$ cat config.mk
export PLATFORM = sky130hd
export DESIGN_NAME = counter_sequencer
export DESIGN_NICKNAME = d
export VERILOG_FILES = /design/src/rtl/counter_sequencer.sv
export SDC_FILE = /design/constraint.sdc
export NUM_CORES = 1
export LEC_CHECK = 0
export ABC_CLOCK_PERIOD_IN_PS = 5200
export CORE_MARGIN = 2
export CORE_UTILIZATION = 55
export CTS_CLUSTER_DIAMETER = 100
export DETAILED_ROUTE_END_ITERATION = 7
export PLACE_DENSITY_LB_ADDON = 0.12
export SLEW_MARGIN = 10
export SYNTH_ARGS = -nofsm -noshare
export SYNTH_HDL_FRONTEND = slang
export SYNTH_SLANG_ARGS = --single-unit
$ cat constraint.sdc
create_clock -name clk -period 5.2 [get_ports clk]
set_input_delay 1.3 -clock clk [delete_from_list [all_inputs] [get_ports clk]]
set_output_delay 1.3 -clock clk [all_outputs]
set_load 0.01 [all_outputs]
$ cat src/rtl/counter_sequencer.sv
// Runs the L/E/U counting programs back to back on one shared count register,
// with synchronized start/pause/skip buttons and optional looping after U.
module counter_sequencer #(
    parameter int TICK_DIV  = 50_000_000,
    parameter int LIMIT     = 999,
    parameter int GAP_TICKS = 2
) (
    input  logic       clk,
    input  logic       reset,
    input  logic       start_button,
    input  logic       pause_button,
    input  logic       skip_button,
    input  logic       mode_loop,
    output logic [6:0] display_7seg,
    output logic [9:0] count,
    output logic [3:0] step,
    output logic       busy,
    output logic       done,
    output logic [4:0] led
);

    localparam int PW = $clog2(TICK_DIV);
    localparam int GW = (GAP_TICKS > 1) ? $clog2(GAP_TICKS) : 1;
    localparam logic [PW-1:0] PS_MAX  = PW'(TICK_DIV - 1);
    localparam logic [GW-1:0] GAP_MAX = GW'(GAP_TICKS - 1);
    localparam logic [9:0]    LIM     = 10'(LIMIT);

    localparam logic [2:0] S_IDLE  = 3'd0;
    localparam logic [2:0] S_RUN   = 3'd1;
    localparam logic [2:0] S_PAUSE = 3'd2;
    localparam logic [2:0] S_GAP   = 3'd3;
    localparam logic [2:0] S_DONE  = 3'd4;

    localparam logic [1:0] P_L = 2'd0;
    localparam logic [1:0] P_E = 2'd1;
    localparam logic [1:0] P_U = 2'd2;

    logic [2:0]    sync1;
    logic [2:0]    sync2;
    logic [2:0]    prev;
    logic [2:0]    evt;
    logic          start_evt;
    logic          pause_evt;
    logic          skip_evt;
    logic [2:0]    state;
    logic [2:0]    resume;
    logic [1:0]    prog;
    logic [PW-1:0] prescaler;
    logic [PW-1:0] ps_next;
    logic [GW-1:0] gap_cnt;
    logic          tick;
    logic [10:0]   sum;

    // Button synchronizers and edge-detect history, bits {skip, pause, start}.
    always_ff @(posedge clk or posedge reset) begin
        if (reset) begin
            sync1 <= 3'b000;
            sync2 <= 3'b000;
            prev  <= 3'b000;
        end else begin
            sync1 <= {skip_button, pause_button, start_button};
            sync2 <= sync1;
            prev  <= sync2;
        end
    end

    assign evt       = sync2 & ~prev;
    assign start_evt = evt[0];
    assign pause_evt = evt[1];
    assign skip_evt  = evt[2];

    assign tick    = (prescaler == PS_MAX);
    assign ps_next = tick ? '0 : prescaler + PW'(1);
    assign sum     = {1'b0, count} + {7'b0000000, step};

    // Sequencer FSM with prescaler, count and gap counter.
    always_ff @(posedge clk or posedge reset) begin
        if (reset) begin
            state     <= S_IDLE;
            resume    <= S_RUN;
            prog      <= P_L;
            count     <= 10'd0;
            prescaler <= '0;
            gap_cnt   <= '0;
            done      <= 1'b0;
        end else begin
            done <= 1'b0;
            case (state)
                S_IDLE, S_DONE: begin
                    if (start_evt) begin
                        state     <= S_RUN;
                        prog      <= P_L;
                        count     <= 10'd0;
                        prescaler <= '0;
                    end
                end
                S_RUN: begin
                    if (skip_evt) begin
                        state     <= S_GAP;
                        prescaler <= '0;
                        gap_cnt   <= '0;
                    end else if (pause_evt) begin
                        // A pause that lands on a tick edge holds the tick for after resume.
                        state  <= S_PAUSE;
                        resume <= S_RUN;
                        if (!tick) begin
                            prescaler <= prescaler + PW'(1);
                        end
                    end else begin
                        prescaler <= ps_next;
                        if (tick) begin
                            if (sum >= {1'b0, LIM}) begin
                                count     <= LIM;
                                state     <= S_GAP;
                                prescaler <= '0;
                                gap_cnt   <= '0;
                            end else begin
                                count <= sum[9:0];
                            end
                        end
                    end
                end
                S_PAUSE: begin
                    if (skip_evt) begin
                        state     <= S_GAP;
                        prescaler <= '0;
                        gap_cnt   <= '0;
                    end else if (pause_evt) begin
                        state <= resume;
                    end
                end
                S_GAP: begin
                    if (pause_evt) begin
                        state  <= S_PAUSE;
                        resume <= S_GAP;
                        if (!tick) begin
                            prescaler <= prescaler + PW'(1);
                        end
                    end else begin
                        prescaler <= ps_next;
                        if (tick) begin
                            if (gap_cnt == GAP_MAX) begin
                                gap_cnt <= '0;
                                case (prog)
                                    P_L: begin
                                        prog  <= P_E;
                                        count <= 10'd0;
                                        state <= S_RUN;
                                    end
                                    P_E: begin
                                        prog  <= P_U;
                                        count <= 10'd0;
                                        state <= S_RUN;
                                    end
                                    default: begin
                                        if (mode_loop) begin
                                            prog  <= P_L;
                                            count <= 10'd0;
                                            state <= S_RUN;
                                        end else begin
                                            count <= LIM;
                                            state <= S_DONE;
                                            done  <= 1'b1;
                                        end
                                    end
                                endcase
                            end else begin
                                gap_cnt <= gap_cnt + GW'(1);
                            end
                        end
                    end
                end
                default: begin
                    state <= S_IDLE;
                end
            endcase
        end
    end

    // Letter, step and program LEDs decoded from the active program.
    always_comb begin
        display_7seg = 7'b1000111;
        step         = 4'd1;
        led[2:0]     = 3'b001;
        case (prog)
            P_L: begin
                display_7seg = 7'b1000111;
                step         = 4'd1;
                led[2:0]     = 3'b001;
            end
            P_E: begin
                display_7seg = 7'b0000110;
                step         = 4'd4;
                led[2:0]     = 3'b010;
            end
            P_U: begin
                display_7seg = 7'b1000001;
                step         = 4'd10;
                led[2:0]     = 3'b100;
            end
            default: begin
                display_7seg = 7'b1000111;
                step         = 4'd1;
                led[2:0]     = 3'b001;
            end
        endcase
    end

    assign busy   = (state == S_RUN) || (state == S_PAUSE) || (state == S_GAP);
    assign led[3] = (state == S_PAUSE);
    assign led[4] = (state == S_DONE);

endmodule

==> results by group, run 1 <==
Outcome
  • Status: complete, no violations

Worst setup path
  • Critical Path AT: 2.06 ns
  • Worst path slowest cell: dfrtp_1
  • Worst setup SP type: register
  • CP startpoint: state[0]
  • Crit. End Element: primary output
  • Cell Chain, Critical Path: nor2_1, and2_1, clkdlybuf4s50_1
  • Critical Path Max Stage Delay: around 0.55 ns
  • RR Startpoint: prog[0]
  • CP Class: register to primary output
  • Critical Path RT: slightly below 4 ns
  • Peak fanout along the critical path: 15

Global route
  • Largest net degree at the start of global routing: 54
  • Vias in the first global route: about 3000
  • All-Layer GR Usage: 0.2446
  • Grt total ovfl: 0
  • Antenna violations before repair: 0
  • First-pass GRT wire length: about 15000 µm

Timing
  • Worst slew pin tran: about 1.2 ns
  • Final hold vios: 0
  • Fmax: approximately 300 MHz
  • Max-slew headroom: 0.2202
  • Final min period: 3.359 ns
  • Setup TNS: 0 ns
  • Endpoints failing setup: 0
  • Final Max Tran Viols: 0
  • Skew final: roughly 0.0090 ns
  • Final Cycle Share: 0.6460
  • RSZ-0062 raised after global routing: no

Pwr
  • Maximum vdd drop: 450.7 µV
  • Sw Ratio: 0.4451
  • Seq pwr share: 0.326
  • Switching power: 0.0007865 W
  • Power, Total: 0.001767 W
  • Int Pwr: a little under 0.001 W
  • Leakage power: between 1.5 and 2 nW
  • Comb pwr share: 0.542
  • Clock Power Share: 0.132
  • Power per cell area: 453.7 nW/µm²

Synth
  • Flops & latches, synth: 53
  • Post-synthesis sequential area ratio: 0.3696
  • Ys flop type: dfrtp_1
  • Synthesized area: ~3600 µm²
  • Compound-Gate Fraction of Synth Area: 0.2744
  • Mux cell area share after synthesis: 0.002789
  • Gate Count Post-Synth: between 400 and 500
  • Adder-cell share of the synthesized area: 0.03835
  • XOR/XNOR Fraction of Synth Area: 0.01639
  • Combinational family with the most area after synthesis: compound AO/OA/AOI/OAI gates
  • Yosys warns: 0
  • Number of library cell types mapped by synthesis: 81
  • Ys async rst share: 1.000
  • Syn Area/Cell: roughly 8.9 µm²
  • EDFF count, synth: 0
  • Post-Synth Simple-Gate Area: 0.2294

Cells and area
  • Most frequent cells in the layout: o21ai_0 (55), dfrtp_1 (53), nor2_1 (33)
  • Syn-to-layout area delta: 8.543%
  • Layout cells sized above 1: 0.09639
  • Fillers: 566
  • Footprint of the multi-input gates: 2026 µm²
  • Antenna fix cells: 0
  • NumNets Final: between 400 and 500
  • FF/Latch Area: approximately 1300 µm²
  • Commonest non-fill, non-tap cell in the layout: o21ai_0

Detailed routing
  • Initial drt markers: between 300 and 400
  • Final antenna-violating net count: 0
  • TritonRoute pass-1 iters: 5
  • DR vias: approximately 3100
  • DR vias/cell: ~6.4
  • Drt drc: 0
  • Drt wl/cell: 17.03 µm
  • Wirelength, routed: around 8400 µm

Floorplanning
  • Die ar.: between 7000 and 8000 µm²
  • Die Width: ~85 µm
  • Initial Utilization: 0.5684
  • Chip height: between 80 and 90 µm
  • Top Ports: 34
  • Core Region: about 6300 µm²
  • # rows: 29

Clocking
  • CTS tree: done
  • Root buffer cell: clkbuf_8
  • Hold-fix buffers, CTS: 0
  • Clock Tree Buf Depth: 2
  • CTS-repair resized insts: 0
  • Later-pin clock latency in the skew report: roughly 0.30 ns
  • Clock Sinks: 53
  • CTS Buf Count: 5
  • H-tree levels: 2
  • Reg clk slew, reported paths: roughly 0.1 ns
  • Number of setup buffers added after CTS: 0

Job
  • Max-Cap Viols: 0

Min path
  • HP Class: register to register
  • Min-delay src: sync1[2]

Placed design
  • DP HPWL: 5984 µm
  • Routability cong.: 0.8575
  • PortBufs: 30
## critical path, delay by kind of cell (launching register included)
kind          cells  cell delay (ns)
simple gates      2             0.67
flops             1             0.55
buf+inv           1             0.53
## registers in the layout, summed over array words and instances, names as in the netlist
name       flops
prescaler     26
count         10
prev           3
state          3
sync1          3
sync2          3
prog           2
done           1
gap_cnt        1
resume         1
## cell type report
class | count | area share
Multi-Input combinational cell | 310 | 0.5201
Clock inverter | 2 | 0.003534
Clock buffer | 6 | 0.01863
Tap cell | 77 | 0.02473
Timing Repair Buffer | 32 | 0.08095
Inverter | 12 | 0.01156
Sequential cell | 53 | 0.3405
## cells by family (layout without fill, tap and decap cells)
logic type                 count (synthesis)  after routing
buffers and inverters                     43             52
adders and majority gates                 11             11
and+or+nand+nor                          143            143
other                                      1              3
DFF                                       53             53
muxes                                      1              1
AOI/OAI and AO/OA                        147            147
xor gates and xnor gates                   5              5
## routing by layer
layer / global-route usage / vias up / wire (µm)
met5: 0 / - / 0
met4: 0.06349 / 0 / 45
met3: 0.03147 / 4 / 486
met2: 0.3515 / 108 / 3779
met1: 0.3885 / 1516 / 4066
li1: - / 1517 / -
## path summary, 6_finish.rpt
path	end	slack (ns)	cells past startpoint
setup / recovery	led[4]	1.84	3
hold / removal	sync2[2]	0.36	0
setup reg to reg	state[0]	2.14	11
hold reg to reg	sync2[2]	0.36	0
max in group asynchronous	count[7]	3.25	3
min in group asynchronous	sync2[0]	1.48	3
## synthesized netlist by cell type (all sizes together), types with 5 or more instances
library cell	number	area (µm²)
o21ai	57	289.0
dfrtp	53	1326
nor2	34	130.1
nand2	26	97.59
nand3	22	127.6
buf	20	147.6
a21oi	17	100.1
a31oi	16	100.1
inv	12	45.05
clkbuf	11	51.30
ha	11	137.6
nand4	11	83.83
o31ai	11	82.58
and3	9	60.06
o21a	8	60.06
a22o	7	62.56
and2	5	33.78
and4	5	47.55
nor3	5	25.02
## power groups by stage
| stage | clock (W) | sequential (W) | combinational (W) |
|---|---|---|---|
| 3_5_place_dp | 0 | 0.000583 | 0.000948 |
| 4_1_cts | 0.000241 | 0.000574 | 0.000953 |
| 3_3_place_gp | 0 | 0.000576 | 0.000931 |
| 6_report | 0.000233 | 0.000576 | 0.000958 |
| 2_1_floorplan | 0 | 0.000539 | 0.000734 |
| 5_1_grt | 0.000259 | 0.000591 | 0.00106 |
## per-stage QoR
step	utilization	setup WS (ns)	hold WS [ns]	std cells	area, µm²
detailed placement	0.6033	1.848	0.3386	484	3809
CTS	0.6169	1.833	0.3643	492	3895
floorplan	-	2.441	0.3312	406	3596
global route	0.6169	1.725	0.3717	492	3895
global placement	0.6033	1.881	0.3341	484	3809
finish	0.6169	1.841	0.3607	492	3895
No activity file was read; power rests on OpenSTA's default activity.
==> run 2, diff against run 1 <==
ABC_CLOCK_PERIOD_IN_PS = 3400   (was 5200)
clock period = 3.4 ns   (was 5.2 ns; I/O delays follow)
==> results by group, run 2 (synthesis results as in run 1) <==
Outcome
  • Status: complete, no violations (unchanged)

Timing
  • Final Cycle Share: 0.8884
  • Fmax: around 330 MHz
  • Skew final: 0.01150 ns (was 0.009019 ns)
  • Final Max Tran Viols: 0 (unchanged)
  • Max-slew headroom: 0.2091 (was 0.2202)
  • Worst slew pin tran: 1.184 ns (was 1.167 ns)
  • RSZ-0062 raised after global routing: no (unchanged)
  • Min setup slack post-route: 0.3794 ns (was 1.841 ns)
  • Final min period: between 3 and 4 ns
  • Final hold vios: 0 (unchanged)
  • Setup TNS: 0 ns (unchanged)
  • Endpoints failing setup: 0 (unchanged)

Floorplanning
  • Core Region: 6314 µm² (unchanged)
  • # rows: 29 (unchanged)
  • Die ar.: 7187 µm² (unchanged)
  • Die Width: 84.78 µm (unchanged)
  • Initial Utilization: 0.5684 (unchanged)
  • Top Ports: 34 (unchanged)
  • Chip height: 84.78 µm (unchanged)

Detailed routing
  • TritonRoute pass-1 iters: 4 (was 5)
  • Final antenna-violating net count: 0 (unchanged)
  • DR vias/cell: 6.419 (was 6.392)
  • DR vias: 3184 (was 3145)
  • Wirelength, routed: 8467 µm (was 8378 µm)
  • Drt drc: 0 (unchanged)
  • Initial drt markers: 248 (was 306)
  • Drt wl/cell: 17.07 µm (was 17.03 µm)

Placed design
  • DP Worst Slack: 0.4366 ns (was 1.848 ns)
  • Routability cong.: 0.8752 (was 0.8575)
  • PortBufs: 30 (unchanged)
  • DP HPWL: 6072 µm (was 5984 µm)

Min path
  • HP Class: register to register (unchanged)

Global route
  • Antenna violations before repair: 0 (unchanged)
  • All-Layer GR Usage: 0.2436 (was 0.2446)
  • First-pass GRT wire length: 14430 µm (was 14580 µm)
  • Grt total ovfl: 0 (unchanged)
  • Largest net degree at the start of global routing: 24 (was 54)
  • Vias in the first global route: 2914 (was 2950)

Clocking
  • Clock Tree Buf Depth: 2 (unchanged)
  • Reg clk slew, reported paths: 0.09 ns (was 0.10 ns)
  • CTS tree: done (unchanged)
  • Clock Sinks: 53 (unchanged)
  • Hold-fix buffers, CTS: 0 (unchanged)
  • CTS-repair resized insts: 0 (unchanged)
  • Number of setup buffers added after CTS: 0 (unchanged)
  • Root buffer cell: clkbuf_8 (unchanged)
  • H-tree levels: 2 (unchanged)
  • Later-pin clock latency in the skew report: 0.31 ns (was 0.30 ns)
  • CTS Buf Count: 5 (unchanged)

Cells and area
  • Most frequent cells in the layout: o21ai_0 (55), dfrtp_1 (53), nor2_1 (33) (unchanged)
  • Commonest non-fill, non-tap cell in the layout: o21ai_0 (unchanged)
  • Fillers: 548 (was 566)
  • Most flops, register: prescaler (unchanged)
  • Layout cells sized above 1: 0.1074 (was 0.09639)
  • Footprint of the multi-input gates: 2026 µm² (unchanged)
  • NumNets Final: 436 (was 431)
  • Syn-to-layout area delta: 10.08% (was 8.543%)
  • Antenna fix cells: 0 (unchanged)
  • FF/Latch Area: 1326 µm² (unchanged)
  • Top flop regs: prescaler: 26 flops, count: 10 flops (unchanged)
  • Max reg flops: 26 (unchanged)

Worst setup path
  • Reg2reg end: state[0] (unchanged)
  • CP Class: register to register (was register to primary output)
  • Critical Path End: state[0] (was led[4])
  • RR Startpoint: prog[0] (unchanged)
  • CP startpoint: prog[0] (was state[0])
  • Crit. End Element: register (was primary output)
  • Reg2reg setup slack: 0.38 ns (was 2.14 ns)
  • Critical Path AT: 3.22 ns (was 2.06 ns)
  • Critical Path RT: 3.60 ns (was 3.90 ns)
  • Peak fanout along the critical path: 9 (was 15)
  • Worst setup SP type: register (unchanged)
  • Worst R2R Path Depth: 11 (unchanged)

Pwr
  • Power per cell area: 707.8 nW/µm² (was 453.7 nW/µm²)
  • Leakage power: 1.577 nW (was 1.544 nW)
  • Maximum vdd drop: 506.7 µV (was 450.7 µV)

Job
  • Max-Cap Viols: 0 (unchanged)
run 2: how the worst min path moves through the flow:
stage / depth (start not counted) / startpoint / slack, ns / to
floorplan: 0 / sync1[0] / 0.33 / sync2[0]
global placement: 0 / sync1[2] / 0.33 / sync2[2]
detailed placement: 0 / sync1[1] / 0.34 / sync2[1]
CTS: 0 / sync1[0] / 0.36 / sync2[0]
global route: 0 / sync1[2] / 0.37 / sync2[2]
finish: 0 / sync1[0] / 0.36 / sync2[0]
run 2: metal layers:
metal	GRT usage	share of wire	routed length [µm]	up-vias
met4	0.05483	0.0090	76	0
met2	0.3615	0.45	3843	119
li1	-	-	-	1531
met1	0.3780	0.47	4017	1524
met5	0	0	0	-
met3	0.03540	0.063	530	10
run 2: layout make-up:
| class | instances | share of cell area |
|---|---|---|
| multi-input cells | 310 | 0.5128 |
| repair buffers | 37 | 0.08933 |
| inverters | 12 | 0.01140 |
| well taps | 77 | 0.02439 |
| clock inverters | 2 | 0.008869 |
| flip-flops and latches | 53 | 0.3358 |
| clock buffers | 5 | 0.01742 |
run 2: per-stage QoR:
stage / cell area [µm²] / util / total power (W) / hold slack, ns / instances
floorplan: 3596 / - / 0.001947 / 0.3312 / 406
global placement: 3846 / 0.6092 / 0.002335 / 0.3347 / 489
detailed placement: 3846 / 0.6092 / 0.002367 / 0.3370 / 489
CTS: 3950 / 0.6256 / 0.002793 / 0.3644 / 496
global route: 3950 / 0.6256 / 0.003005 / 0.3715 / 496
finish: 3950 / 0.6256 / 0.002796 / 0.3569 / 496
run 2: critical path: stages, from the launching register on:
cell and delay, ns:
dfrtp_1 0.43, inv_1 0.17, ha_1 0.45, xnor2_2 0.15, inv_2 0.09, ha_1 0.21, a221oi_2 0.10, a211oi_2 0.39
mux2i_1 0.34, nand4_4 0.23, a311oi_1 0.27, nor2_1 0.07
run 2: power by group:
| part | internal, W | total [W] | switching [W] |
|---|---|---|---|
| Sequential | 0.000722 | 0.000861 | 0.000140 |
| Clock | 0.000214 | 0.000419 | 0.000204 |
| Combinational | 0.000649 | 0.00152 | 0.000866 |
| Total | 0.00159 | 0.00280 | 0.00121 |
